===== config.mk =====
export PLATFORM = sky130hd
export DESIGN_NAME = gaussian_window_convolver
export DESIGN_NICKNAME = d
export VERILOG_FILES = /design/src/rtl/gaussian_window_convolver.sv
export SDC_FILE = /design/constraint.sdc
export NUM_CORES = 1
export LEC_CHECK = 0
export ABC_AREA = 1
export CAP_MARGIN = 5
export CORE_MARGIN = 1.5
export CORE_UTILIZATION = 60
export DETAILED_ROUTE_END_ITERATION = 10
export DONT_BUFFER_PORTS = 1
export PLACE_DENSITY = 0.76
export SETUP_SLACK_MARGIN = 0.4
export SLEW_MARGIN = 20
export SYNTH_ARGS = -nofsm -noshare
export SYNTH_HDL_FRONTEND = slang
export SYNTH_SLANG_ARGS = --single-unit

===== constraint.sdc =====
create_clock -name clk -period 7.65 [get_ports clk]
set_clock_uncertainty 0.2 [all_clocks]
set_input_delay 1.1475 -clock clk [delete_from_list [all_inputs] [get_ports clk]]
set_output_delay 1.1475 -clock clk [all_outputs]
set_load 0.05 [all_outputs]

===== src/rtl/gaussian_window_convolver.sv =====
// Gaussian blur stage: captures a Q0.8 kernel and convolves one SIZE x SIZE
// pixel window per handshake, one multiply-accumulate per cycle.
module gaussian_window_convolver #(
  parameter logic [3:0] SIZE = 4'd3
) (
  input  logic                            clk,
  input  logic                            n_rst,
  input  logic [SIZE-1:0][SIZE-1:0][7:0]  kernel,
  input  logic                            kernel_load,
  input  logic [SIZE-1:0][SIZE-1:0][7:0]  window,
  input  logic                            window_valid,
  output logic                            window_ready,
  output logic [7:0]                      pixel_out,
  output logic                            pixel_valid,
  input  logic                            pixel_ready,
  output logic                            busy,
  output logic                            err
);

  localparam int unsigned SZ = SIZE;
  localparam int unsigned N  = SZ * SZ;
  localparam int unsigned W  = N * 8;

  typedef enum logic [1:0] {IDLE, MAC, OUT} state_e;

  state_e       state_q, state_d;
  logic [W-1:0] shadow_q, shadow_d;
  logic [W-1:0] kern_q, kern_d;
  logic [W-1:0] win_q, win_d;
  logic [23:0]  acc_q, acc_d;
  logic [7:0]   idx_q, idx_d;
  logic [7:0]   pix_q, pix_d;
  logic         pvalid_q, pvalid_d;
  logic         loaded_q, loaded_d;

  logic         hs;
  logic         last;
  logic [7:0]   cur_w, cur_k;
  logic [15:0]  prod;
  logic [23:0]  sum, rnd;
  logic [7:0]   sat;

  assign window_ready = (state_q == IDLE) && loaded_q;
  // Gated by reset so err reads 0 while n_rst is held low.
  assign err          = window_valid && !loaded_q && n_rst;
  assign busy         = (state_q == MAC) || (state_q == OUT);
  assign pixel_out    = pix_q;
  assign pixel_valid  = pvalid_q;
  assign hs           = window_valid && window_ready;
  assign last         = (idx_q == 8'(N - 1));

  // Packed [y][x][7:0] layout makes row-major tap i sit at bits [8i +: 8].
  always_comb begin
    cur_w = '0;
    cur_k = '0;
    for (int unsigned i = 0; i < N; i++) begin
      if (idx_q == 8'(i)) begin
        cur_w = win_q[i*8 +: 8];
        cur_k = kern_q[i*8 +: 8];
      end
    end
  end

  assign prod = cur_w * cur_k;
  assign sum  = acc_q + {8'b0, prod};
  assign rnd  = sum + 24'd128;
  assign sat  = (rnd[23:16] != 8'd0) ? 8'hFF : rnd[15:8];

  always_comb begin
    state_d  = state_q;
    shadow_d = shadow_q;
    kern_d   = kern_q;
    win_d    = win_q;
    acc_d    = acc_q;
    idx_d    = idx_q;
    pix_d    = pix_q;
    pvalid_d = pvalid_q;
    loaded_d = loaded_q;

    if (kernel_load) begin
      shadow_d = kernel;
      loaded_d = 1'b1;
    end

    case (state_q)
      IDLE: begin
        if (hs) begin
          win_d   = window;
          kern_d  = kernel_load ? kernel : shadow_q;
          acc_d   = '0;
          idx_d   = '0;
          state_d = MAC;
        end
      end
      MAC: begin
        acc_d = sum;
        idx_d = idx_q + 8'd1;
        if (last) begin
          pix_d    = sat;
          pvalid_d = 1'b1;
          state_d  = OUT;
        end
      end
      OUT: begin
        if (pixel_ready) begin
          pvalid_d = 1'b0;
          state_d  = IDLE;
        end
      end
      default: state_d = IDLE;
    endcase
  end

  always_ff @(posedge clk or negedge n_rst) begin
    if (!n_rst) begin
      state_q  <= IDLE;
      shadow_q <= '0;
      kern_q   <= '0;
      win_q    <= '0;
      acc_q    <= '0;
      idx_q    <= '0;
      pix_q    <= '0;
      pvalid_q <= 1'b0;
      loaded_q <= 1'b0;
    end else begin
      state_q  <= state_d;
      shadow_q <= shadow_d;
      kern_q   <= kern_d;
      win_q    <= win_d;
      acc_q    <= acc_d;
      idx_q    <= idx_d;
      pix_q    <= pix_d;
      pvalid_q <= pvalid_d;
      loaded_q <= loaded_d;
    end
  end

endmodule


==> impl_summary.md <==
Synthesis
The number of different library cells used by synthesis comes to 41. The most frequently used flop master after synthesis is dfrtp_1. Of the synthesized area, sequential elements account for 0.430.

The gate count after technology mapping is 2021. Counting every net in the synthesized netlist gives 2270. Of all flip-flops after synthesis, the portion carrying an async set or reset was 1.00. In this run, synthesis produced a sequential element count of 260. The average instance in the mapped netlist occupies 7.49 um^2. The netlist area before placement is 0.0151 mm^2. In the post-synthesis netlist, the biggest area contributors are dfrtp_1 (43%), nand2_1 (22%), fa_1 (6.6%). The largest total area in the synthesized netlist belongs to dfrtp_1.

Yosys mapped a number of flops with a built-in enable equal to 0. The number of warnings reported in the yosys synthesis log is 0. The top-area cell type share of the netlist area is 0.430.

STA
After routing, the total negative slack on setup checks comes to 0 ns. The minimum clock period after layout is 6.99 ns. The hold violation total from the final report is 0. The transition time at the pin with the least slew margin is 1.03 ns. The final count of pins violating max slew was 0.

In the finished design, the share of the clock period the worst path needs comes to 0.914. The maximum clock frequency is 143 MHz. The normalized max-slew margin is 0.310.

The final worst slack is 0.661 ns. Setup repair after global routing could not meet its margin everywhere. Setup violations remaining at the end of the flow were counted as 0.

Routing
In this run, the number of DRC markers left after iteration 0 of detailed routing was 1148. The average via count per standard cell is 5.46. The final routed DRC violation total is 0. The routed wirelength normalized by instance count is 16.6 um.

The final route contains 13100 vias. The first TritonRoute pass finished after 7 iterations. The wire length after detailed routing is 39.8 mm. The count of nets left with antenna violations once routing finished came out at 0.

Global route
The initial antenna violation count is 1. The first global-routing pass estimated 63.4 mm of wire. Entering global routing, the biggest net connects 262 pins. The total grt overflow is 0. The via count of the first global-routing pass is 12600. In the global route stage, overall resource usage came out at 0.304.

CTS
For this design, the CTS-stage hold fixing added 0 buffers. Clock-pin slew was measured on the worst setup and hold paths at 0.06 ns. The tree built by TritonCTS fans out to 260 sinks. The number of clock buffers inserted by TritonCTS is 27. The CTS tree is done.

The largest buffer count on any clock path is 3. In this run the clock root is driven by a clkbuf_16. In this run the number of H-tree levels came out at 1. The clock latency reported for the late side of the worst-skew pair is 0.57 ns.

Die
The height of the chip is 162 um. In this run the core area contains 57 standard-cell rows. The floorplan step defined a die boundary enclosing 0.0262 mm^2. The die is 162 um wide. 161 I/O pins were placed. The area of the core region is 0.0245 mm^2.

The starting density of the core is 0.617.

Placed design
Summing all placed instances gives a cell area of 0.0154 mm^2. Routability-driven placement finished with a final weighted congestion of 0.945. The cell total after placement is 2294. The setup slack at placement is 0.0664 ns. The estimated wirelength of the detail-placed design is 27.5 mm.

The count of input and output buffers is 0.

Cells and area
Compared with the post-synthesis result, the final layout area differs by 15.1%. The number of diodes is 0. The summed area of non-filler cells in the final layout is 0.0174 mm^2. The final layout contains 2298 nets. In the final layout, the share of cells above drive strength 1 is 0.161. For this run, the number of standard cells in the final layout without fillers is 2394.

Worst setup path
Of all nets on the critical path, the largest fanout is 8. The most numerous cell type found on the critical path is nand2_1. The critical-path cell with the highest stage delay is fa_1. The worst setup path is of the register to register kind. The arrival time at the worst endpoint is 7.23 ns.

The required time of the critical path is 7.90 ns. The worst setup path is captured at a register. The element type at the critical path start is a register. The register-to-register setup slack is 0.66 ns. The delay contributed by the slowest stage of the critical path is 0.54 ns.

Job
The max-cap violation count is 0.

Run status
The flow ran to the end, and the final reports show no timing, DRC or antenna violations.

Hold path
The type of the tightest min-delay check is input pin to asynchronous set/reset pin.
==> critical path, delay by kind of cell, from the launching register on <==
kind	cells	cell delay [ns]
compound gates	3	0.37
fa+ha+maj	6	2.57
flops	1	0.41
simple gates	24	2.38
buf+inv	11	0.92
==> final cells by class <==
type,instances,area (um^2)
Inverter,256,988
Sequential cell,260,6510
Timing Repair Buffer,65,527
Timing Repair inverter,2,17.5
Fill cell,1966,7130
Clock inverter,11,160
Multi-Input combinational cell,1437,8040
Clock buffer,39,761
Tap cell,324,405
==> routing by layer <==
layer / GRT usage / wire, um
met4: 0.0938 / 1250
met2: 0.477 / 18100
met3: 0.0495 / 2940
met5: 0 / 0
met1: 0.436 / 17500
==> flip-flops by register name (all words and copies together) (netlist names) <==
| register | flops |
|---|---|
| kern_q | 72 |
| acc_q | 24 |
| state_q | 2 |
| shadow_q | 72 |
| pixel_valid | 1 |
| loaded_q | 1 |
| idx_q | 8 |
| win_q | 72 |
| pixel_out | 8 |
==> path summary, 6_finish.rpt <==
path / from / to / cells past startpoint
setup / recovery: idx_q[0] / pixel_out[2] / 44
hold / removal: n_rst / kern_q[51] / 0
setup reg to reg: idx_q[0] / pixel_out[2] / 44
hold reg to reg: shadow_q[6] / shadow_q[6] / 2
max in group asynchronous: n_rst / win_q[18] / 0
min in group clk: shadow_q[6] / shadow_q[6] / 2
==> cells in the mapped netlist (3+ instances only) <==
master    count
ha_1         50
o21ai_0      64
nor2_2        7
nor3_1       14
nand2_1     896
a21oi_2       4
dfrtp_1     260
nand2_2      17
clkbuf_1     57
and2_1        3
nor2_4        5
nand4_1      16
fa_1         50
nor3_2        3
o211ai_1     19
o221ai_1      4
buf_6         3
o21ai_1       5
xor2_1        3
nor2_1      109
a21oi_1      59
inv_2        18
nand3_1      75
buf_1         4
buf_2         4
inv_1       238
or2_2         5
nand3_2       3
o22ai_1      10
nor3_4        3
==> metrics by stage <==
step            util  hold WS (ns)
2_1_floorplan      -         0.238
3_3_place_gp   0.627         0.252
3_5_place_dp   0.628         0.257
4_1_cts        0.668        0.0740
5_1_grt        0.710        0.0807
6_report       0.710        0.0976
==> cell usage in the layout (no fill, tap or decap), types with 6 or more instances in the layout <==
cell type	synthesis	routed
ha_4	0	9
nor3_1	14	10
inv_2	18	27
fa_1	50	48
nand2_1	896	833
a21oi_1	59	51
nand3_2	3	12
clkbuf_1	57	8
o211ai_1	19	19
buf_6	3	7
nand2_2	17	62
nand2_4	0	18
nand3_1	75	64
buf_4	0	57
clkbuf_16	0	27
inv_4	0	10
nor2_1	109	81
a21oi_2	4	10
o21ai_0	64	57
nor2_2	7	28
inv_1	238	219
dfrtp_1	260	260
nand4_1	16	16
nor2_4	5	12
o21ai_1	5	7
ha_1	50	39
o22ai_1	10	10
nor3_2	3	6
==> cells by family after synthesis <==
kind of cell               synth area share
adders and majority gates             0.108
DFF                                   0.430
AOI/OAI and AO/OA                    0.0652
buffers and inverters                0.0822
xor gates and xnor gates            0.00232
and+or+nand+nor                       0.313
==> repair_timing <==
| action | in CTS | in global routing |
|---|---|---|
| endpoints found under the setup margin | 8 | 8 |
| pin swaps | 5 | 87 |
| cloned | 0 | 2 |
| gates resized for setup | 13 | 206 |
| buffers inserted | 5 | 43 |
Power is not shown: default switching activity piles up to over one toggle a cycle in this logic, so the estimate is an artifact.
